[src/rtl/masked_pkg.sv]
// Shared constants and index helpers for the masked AND gadget.
package masked_pkg;

    localparam int MAX_NSHARES = 8;

    function automatic int nrand(input int n);
        return n * (n - 1) / 2;
    endfunction

    // Lexicographic index of the unordered share pair {i,j}, i != j.
    function automatic int pair_idx(input int i, input int j, input int n);
        int lo;
        int hi;
        lo = (i < j) ? i : j;
        hi = (i < j) ? j : i;
        return lo * (2 * n - lo - 1) / 2 + (hi - lo - 1);
    endfunction

    // Low bit of share/word i on a bus packed as i*w +: w.
    function automatic int share_lo(input int i, input int w);
        return i * w;
    endfunction

endpackage

[src/rtl/masked_and_pipe_dom_term_reg.sv]
// One registered DOM term; each partial product gets its own flop so no
// two product terms meet combinationally before a register.
module dom_term_reg #(
    parameter int WIDTH = 1
) (
    input  logic             clk,
    input  logic             rst,
    input  logic             load,
    input  logic [WIDTH-1:0] d,
    output logic [WIDTH-1:0] q
);

    always_ff @(posedge clk) begin
        if (rst) begin
            q <= '0;
        end else if (load) begin
            q <= d;
        end
    end

endmodule

[src/rtl/masked_and_pipe.sv]
// Pipelined DOM-indep masked AND, z = x & y over NSHARES shares of WIDTH lanes.
// Optional output refresh stage: define MASKED_AND_OUT_REFRESH_EN (adds port rr).
module masked_and_pipe
    import masked_pkg::*;
#(
    parameter int  NSHARES = 3,
    parameter int  WIDTH   = 1,
    localparam int NRAND   = nrand(NSHARES)
) (
    input  logic                       clk,
    input  logic                       rst,
    input  logic [NSHARES*WIDTH-1:0]   x,
    input  logic [NSHARES*WIDTH-1:0]   y,
    input  logic [NRAND*WIDTH-1:0]     r,
`ifdef MASKED_AND_OUT_REFRESH_EN
    input  logic [(NSHARES-1)*WIDTH-1:0] rr,
`endif
    input  logic                       in_valid,
    output logic                       in_ready,
    output logic [NSHARES*WIDTH-1:0]   z,
    output logic                       out_valid,
    input  logic                       out_ready
);

    // Handshake: a beat transfers on a rising edge where valid & ready are both
    // high; a producer holds valid and data stable until the transfer, and
    // in_ready may depend combinationally on out_ready.

    logic [WIDTH-1:0]         t [NSHARES][NSHARES];
    logic [NSHARES*WIDTH-1:0] z_next;
    logic [NSHARES*WIDTH-1:0] z2;
    logic                     s1_load;
    logic                     s2_load;
    logic                     down_ready;
    logic                     v1;
    logic                     v2;

    assign s1_load = in_valid & in_ready;
    assign s2_load = v1 & (!v2 | down_ready);
    assign in_ready = !v1 | !v2 | down_ready;

    for (genvar i = 0; i < NSHARES; i++) begin : g_row
        for (genvar j = 0; j < NSHARES; j++) begin : g_col
            logic [WIDTH-1:0] d;
            if (i == j) begin : g_diag
                assign d = x[share_lo(i, WIDTH) +: WIDTH] & y[share_lo(j, WIDTH) +: WIDTH];
            end else begin : g_cross
                assign d = (x[share_lo(i, WIDTH) +: WIDTH] & y[share_lo(j, WIDTH) +: WIDTH])
                         ^ r[share_lo(pair_idx(i, j, NSHARES), WIDTH) +: WIDTH];
            end
            dom_term_reg #(.WIDTH(WIDTH)) u_term (
                .clk  (clk),
                .rst  (rst),
                .load (s1_load),
                .d    (d),
                .q    (t[i][j])
            );
        end
    end

    // Compression only ever combines already-registered terms.
    always_comb begin
        z_next = '0;
        for (int i = 0; i < NSHARES; i++) begin
            for (int j = 0; j < NSHARES; j++) begin
                z_next[i*WIDTH +: WIDTH] = z_next[i*WIDTH +: WIDTH] ^ t[i][j];
            end
        end
    end

    always_ff @(posedge clk) begin
        if (rst) begin
            v1 <= 1'b0;
            v2 <= 1'b0;
            z2 <= '0;
        end else begin
            v1 <= s1_load | (v1 & !s2_load);
            v2 <= s2_load | (v2 & !down_ready);
            if (s2_load) begin
                z2 <= z_next;
            end
        end
    end

`ifdef MASKED_AND_OUT_REFRESH_EN
    logic [NSHARES*WIDTH-1:0] zr_next;
    logic [NSHARES*WIDTH-1:0] z3;
    logic                     s3_load;
    logic                     v3;

    assign down_ready = !v3 | out_ready;
    assign s3_load    = v2 & down_ready;

    // Each rr word lands in share 0 and one other share, so the unmasked value is kept.
    always_comb begin
        zr_next = z2;
        for (int i = 1; i < NSHARES; i++) begin
            zr_next[i*WIDTH +: WIDTH] = zr_next[i*WIDTH +: WIDTH] ^ rr[(i-1)*WIDTH +: WIDTH];
            zr_next[WIDTH-1:0]        = zr_next[WIDTH-1:0] ^ rr[(i-1)*WIDTH +: WIDTH];
        end
    end

    always_ff @(posedge clk) begin
        if (rst) begin
            v3 <= 1'b0;
            z3 <= '0;
        end else begin
            v3 <= s3_load | (v3 & !out_ready);
            if (s3_load) begin
                z3 <= zr_next;
            end
        end
    end

    assign z         = z3;
    assign out_valid = v3;
`else
    assign down_ready = out_ready;
    assign z          = z2;
    assign out_valid  = v2;
`endif

endmodule

[config.mk]
export PLATFORM = sky130hd
export DESIGN_NAME = masked_and_pipe
export DESIGN_NICKNAME = d
export VERILOG_FILES = /design/src/rtl/masked_pkg.sv /design/src/rtl/masked_and_pipe_dom_term_reg.sv /design/src/rtl/masked_and_pipe.sv
export SDC_FILE = /design/constraint.sdc
export NUM_CORES = 1
export LEC_CHECK = 0
export BUFFER_PORTS_ARGS = -buffer_cell sky130_fd_sc_hd__buf_4
export CORE_AREA = 2 2 44 46
export CTS_CLUSTER_DIAMETER = 60
export DETAILED_ROUTE_END_ITERATION = 12
export DIE_AREA = 0 0 46 48
export PLACE_DENSITY = 0.69
export SLEW_MARGIN = 20
export SYNTH_ARGS = -nofsm -noshare
export SYNTH_HDL_FRONTEND = slang
export SYNTH_SLANG_ARGS = --single-unit
[constraint.sdc]
create_clock -name clk -period 1.1 [get_ports clk]
set_input_delay 0.165 -clock clk [delete_from_list [all_inputs] [get_ports clk]]
set_output_delay 0.165 -clock clk [all_outputs]
set_load 0.005 [all_outputs]
==> results of run 1 <==
==> logic make-up after synthesis <==
group                  after synthesis  share of synthesized area
flip-flops                          14                      0.385
buffers and inverters                7                     0.0584
AND/OR/NAND/NOR                     17                      0.134
AO/OA/AOI/OAI                       25                      0.278
XOR/XNOR                            12                      0.144
==> metrics by stage <==
step / TNS (ns) / cell area [µm²] / hold WS [ns] / util
floorplan: 0 / 728 / 0.319 / -
global placement: 0 / 848 / 0.473 / 0.502
detailed placement: 0 / 848 / 0.469 / 0.502
CTS: -0.168 / 928 / 0.164 / 0.550
global route: -0.606 / 941 / 0.179 / 0.557
finish: -0.111 / 941 / 0.182 / 0.557
==> per-layer routing <==
metal  wire length (µm)  vias to the layer above
li1                   -                      309
met1                661                      272
met2                681                       17
met3                 79                        0
met4                  0                        0
met5                  0                        -
==> power groups by stage <==
| stage | clock network (mW) | logic, mW | registers (mW) |
|---|---|---|---|
| 2_1_floorplan | 0 | 0.136 | 0.573 |
| 3_3_place_gp | 0 | 0.205 | 0.576 |
| 3_5_place_dp | 0 | 0.209 | 0.577 |
| 4_1_cts | 0.381 | 0.219 | 0.566 |
| 5_1_grt | 0.398 | 0.248 | 0.570 |
| 6_report | 0.367 | 0.222 | 0.565 |
==> timing repair <==
item / in CTS / in global routing
gates cloned: 0 / 0
pin swaps: 6 / 1
endpoints found under the setup margin: 2 / 12
resized for setup: 6 / 4
setup buffers: 4 / 0
endpoints found under the hold margin: 0 / 0
==> cell usage in the layout, fill, tap and decap left out, types with 2 or more instances in the layout <==
master,netlist,final
buf_4,1,20
nand2_1,6,6
a211oi_2,5,5
o21ai_0,6,4
clkbuf_4,0,3
xnor2_1,3,3
nor2b_1,4,3
nor2_1,2,2
a21oi_1,5,5
o41ai_2,1,2
xor2_1,9,9
a21oi_2,5,5
nand4_1,3,3
dfxtp_2,0,2
inv_1,2,2
dfxtp_1,14,12
o21ai_1,0,2
==> sequential cells by signal (all words and copies together) (netlist names) <==
name / flops
out_valid: 1
g_row.g_col.u_term.q: 9
z: 3
v1: 1
==> final timing paths <==
path,from,slack [ns],depth (start not counted),to
worst max-delay path,out_valid,-0.05,3,in_ready
worst min-delay path,y[2],0.18,3,g_row[2].g_col[2].u_term.q
worst max register to register,v1,-0.03,5,g_row[2].g_col[1].u_term.q
worst min register to register,g_row[2].g_col[2].u_term.q,0.50,2,g_row[2].g_col[2].u_term.q
==> cell type report <==
cell class	count	area [µm²]	area share
Clock buffer	4	36.3	0.0386
Timing Repair Buffer	21	161	0.172
Tap cell	17	21.3	0.0226
Sequential cell	14	283	0.301
Multi-Input combinational cell	54	420	0.447
Inverter	3	18.8	0.0199
==> worst reg2reg max path, stage by stage (launching register included) <==
cell,delay [ns]
dfxtp_2,0.33
and3b_4,0.21
inv_8,0.05
buf_4,0.18
a21oi_1,0.09
a211oi_1,0.20
==> reports/summary.txt, run 1 <==
Initial Util -> 0.431
Clock Skew -> 0.00457 ns
Share of the synthesized area in the top cell type -> 0.385
Critical path class -> flop to output pin
Min cycle time layout -> 1.15 ns
Final hold vios -> 0
Flop pwr share -> 0.489
Average vias per placed instance -> 5.29
Pwr/cell area -> 1230 mW/mm²
Worst Setup Slack post-DPL -> 0.0317 ns
CTS tree -> yes
# hold bufs at CTS -> 0
Area Growth Syn to Fin -> 29.2%
Gate power share -> 0.193
Status -> finished, violations left
Syn Nets -> 88
EDFF count, synth -> 0
Internal power -> 0.859 mW
WP data arrival -> 0.99 ns
Worst-Margin Slew -> 0.228 ns
Worst-path fanout max -> 2
Sw frac -> 0.256
Worst-Skew Late Latency -> 0.28 ns
Max-cap violations -> 0
Initial antenna violation count -> 0
GR Util met1 -> 0.189
VDD IR max -> 0.662 mV
Number of synthesized register bits -> 14
Rel. slew slack -> 0.846
Met3 global-route usage -> 0.0377
Post-route ant nets -> 0
Required @ worst endpoint -> 0.94 ns
Ports -> 18
DR iter-0 viols -> 4
Largest net degree at the start of global routing -> 18
Vias in the first global route -> 570
# fillers -> 162
Critical path's slowest cell -> dfxtp_2
Total die area -> 0.00221 mm²
Top-count cell post-synth -> dfxtp_1
Family with the most delay on the worst path -> flip-flops
# nets final -> 110
Leak -> 0.388 nW
RSZ-0062 raised after global routing -> true
Cell taking the most area after synthesis -> dfxtp_1
Die W -> 46 µm
Met2 Usage GRT -> 0.258
Rows -> 15
IO Port Bufs -> 17
Non-Filler Instances -> 113
Mapped Cells -> 75
CP endpoint kind -> output pin
Post-synthesis cell type count -> 21
Syn avg cell area -> 9.71 µm²
Clock power share -> 0.318
Slowest stage delay, CP -> 0.34 ns
CP Cell Sequence -> and3b_4 -> inv_8 -> buf_6
Core ar. -> 0.00169 mm²
Final Wtd Congestion -> 0.729
Total track usage -> 0.155
Vias -> 598
Clock buffer count from CTS -> 3
YS warnings -> 0
DRC -> 0
Tot Pwr -> 1.15 mW
Final Setup Violations -> 8
Main synth FF type -> dfxtp_1
Worst setup margin -> -0.0532 ns
Sequential area share after synthesis -> 0.385
TritonRoute pass-1 iters -> 4
Hpwl dp -> 1060 µm
Top cells by area, synth -> dfxtp_1 (38%), xor2_1 (11%), a211oi_2 (8.6%)
Ys async rst share -> 0
Placed Cells incl. Taps -> 105
Clock Pin Slew Worst Setup and Hold Paths -> 0.09 ns
Die Y -> 48 µm
Psw -> 0.296 mW
Worst Hold Class -> input pin to flop
Crit path buffers/inverters -> 2
N_diodes -> 0
Max-slew violations -> 0
Worst setup SP type -> flop
GRT overflow -> 0
Clock Sinks -> 14
Highest clock rate -> 867 MHz
Crit share post-route -> 1.05
Max Buffers Root-to-Sink -> 2
Root Buffer -> clkbuf_4
Share of post-route cells with drive strength above 1 -> 0.448
Most frequent cells after synthesis -> dfxtp_1 (14), xor2_1 (9), nand2_1 (6), o21ai_0 (6)
Failing checks -> negative setup slack
Wirelength per Cell -> 12.6 µm
Global-route wire length before repair -> 2400 µm
Synth Cell Area -> 728 µm²
# H-tree levels -> 1
GRT busiest layer -> met2
Detailed Route WL -> 1420 µm
No activity file was read; power rests on OpenSTA's default activity.
==> run 2, diff against run 1 <==
--- a/config.mk
+++ b/config.mk
@@ -5,7 +5,7 @@
 export SDC_FILE = /design/constraint.sdc
 export NUM_CORES = 1
 export LEC_CHECK = 0
-export BUFFER_PORTS_ARGS = -buffer_cell sky130_fd_sc_hd__buf_4
+export BUFFER_PORTS_ARGS = -buffer_cell sky130_fd_sc_hd__clkbuf_2
 export CORE_AREA = 2 2 44 46
 export CTS_CLUSTER_DIAMETER = 60
 export DETAILED_ROUTE_END_ITERATION = 12
==> reports/summary.txt, run 2 (synthesis gave the netlist of run 1 again) <==
Status -> finished, violations left
Failing checks -> negative setup slack
Critical path's slowest cell -> dfxtp_2
Initial Util -> 0.431 (unchanged)
Die W -> 46 µm (unchanged)
N_diodes -> 0 (unchanged)
Final Wtd Congestion -> 0.749 (+2.8%)
Total die area -> 0.00221 mm² (unchanged)
DRC -> 0 (unchanged)
Rel. slew slack -> 0.820 (-0.0263)
Slowest stage delay, CP -> 0.35 ns (about the same)
Design area -> 906 µm² (-3.7%)
Clock buffer count from CTS -> 3 (unchanged)
Worst-Margin Slew -> 0.269 ns (+0.0412 ns)
Worst setup margin -> -0.0726 ns (-0.0195 ns)
RSZ-0062 raised after global routing -> true
Detailed Route WL -> 1400 µm (-1.8%)
WP data arrival -> 1.01 ns (+0.02 ns)
CP endpoint kind -> output pin
Required @ worst endpoint -> 0.94 ns (about the same)
Worst Hold Class -> input pin to flop
Worst setup SP type -> flop
Post-route ant nets -> 0 (unchanged)
# hold bufs at CTS -> 0 (unchanged)
Largest net degree at the start of global routing -> 12 (-6)
VDD IR max -> 0.628 mV (-5.1%)
Largest register FFs -> 9 (unchanged)
# fillers -> 161 (-0.62%)
Commonest non-fill, non-tap cell in the layout -> clkbuf_2
Top reg by flops -> g_row.g_col.u_term.q
Max Buffers Root-to-Sink -> 2 (unchanged)
Cell Area, Placed -> 821 µm² (-3.2%)
Min cycle time layout -> 1.17 ns (+0.0195 ns)
# H-tree levels -> 1 (unchanged)
Core ar. -> 0.00169 mm² (unchanged)
Max-slew violations -> 0 (unchanged)
Clock Sinks -> 14 (unchanged)
Final hold vios -> 0 (unchanged)
Area Growth Syn to Fin -> 24.4%
Highest clock rate -> 853 MHz (-1.7%)
Max-cap violations -> 0 (unchanged)
Vias in the first global route -> 555 (-2.6%)
Worst-Skew Late Latency -> 0.29 ns (about the same)
Wirelength per Cell -> 12.1 µm (-3.5%)
CP Cell Sequence -> and3b_4 -> inv_8 -> clkbuf_2
GRT overflow -> 0 (unchanged)
Clock Pin Slew Worst Setup and Hold Paths -> 0.09 ns (about the same)
Family with the most delay on the worst path -> flip-flops
Total track usage -> 0.159 (+0.00391)
Final Setup Violations -> 7 (-1)
Die Y -> 48 µm (unchanged)
Clock Skew -> 0.00848 ns (+0.00391 ns)
# nets final -> 112 (+1.8%)
Initial antenna violation count -> 0 (unchanged)
IO Port Bufs -> 17 (unchanged)
TritonRoute pass-1 iters -> 3 (-1)
Pwr/cell area -> 1270 mW/mm² (+3.4%)
Average vias per placed instance -> 5.17 (-2.2%)
Vias -> 595 (-0.50%)
Rows -> 15 (unchanged)
Worst-path fanout max -> 3 (+1)
Hpwl dp -> 998 µm (-5.6%)
DR iter-0 viols -> 3 (-1)
Share of post-route cells with drive strength above 1 -> 0.469 (+0.0215)
Crit share post-route -> 1.07 (+0.0177)
Non-Filler Instances -> 115 (+1.8%)
Placed Cells incl. Taps -> 107 (+1.9%)
Critical path class -> flop to output pin
CTS tree -> yes
Most frequent cells in the layout -> clkbuf_2 (17), dfxtp_1 (12), xor2_1 (9)
Global-route wire length before repair -> 2400 µm (unchanged)
Root Buffer -> clkbuf_4
Ports -> 18 (unchanged)
Crit path buffers/inverters -> 2 (unchanged)
Leak -> 0.379 nW (-2.5%)
[run 2: cell count changes in the layout (fill, tap and decap cells not counted), sizes merged]
cell | previous run | this run
clkbuf | 4 | 21
buf | 21 | 6
[run 2: power breakdown]
part | switching [mW] | internal (mW)
logic | 0.107 | 0.0995
registers | 0.0224 | 0.542
clock network | 0.177 | 0.202
[run 2: what timing repair did]
action | CTS | global route
gates resized for setup | 4 | 5
gates cloned | 0 | 0
endpoints found under the setup margin | 1 | 12
pin swaps | 3 | 9
setup buffers | 3 | 1
[run 2: per-layer routing]
layer,GRT usage,up-vias,part of all wire
li1,-,310,-
met3,0.0340,4,0.041
met1,0.191,262,0.48
met2,0.256,19,0.45
met4,0.103,0,0.024
met5,0,-,0
[run 2: cell type report]
type | count | area, µm² | share of cell area
Multi-Input combinational cell | 54 | 417 | 0.460
Timing Repair Buffer | 23 | 130 | 0.144
Inverter | 3 | 18.8 | 0.0207
Clock buffer | 4 | 36.3 | 0.0401
Sequential cell | 14 | 283 | 0.312
Tap cell | 17 | 21.3 | 0.0235
[run 2: worst register-to-register path, cell delays in order, from the launching register on]
cell and delay (ns):
dfxtp_2 0.34, and3b_4 0.20, buf_4 0.15, nor2_4 0.23
a211oi_2 0.10
[run 2: stage by stage]
stage	power, mW	util	hold WS, ns	TNS [ns]	setup slack [ns]
after floorplan	0.710	-	0.319	0	0.0427
after global placement	0.770	0.486	0.452	0	0.0698
after detailed placement	0.772	0.486	0.456	0	0.0442
after CTS	1.15	0.525	0.147	-0.159	-0.0781
after global routing	1.21	0.536	0.154	-0.554	-0.116
final	1.15	0.536	0.145	-0.306	-0.0726
[run 2: final timing paths]
path	start	endpoint	slack (ns)	depth (start not counted)
max	v1	in_ready	-0.07	3
min	y[2]	g_row[2].g_col[2].u_term.q	0.15	3
max reg2reg	v1	g_row[0].g_col[1].u_term.q	-0.04	4
min reg2reg	g_row[0].g_col[0].u_term.q	g_row[0].g_col[0].u_term.q	0.49	2
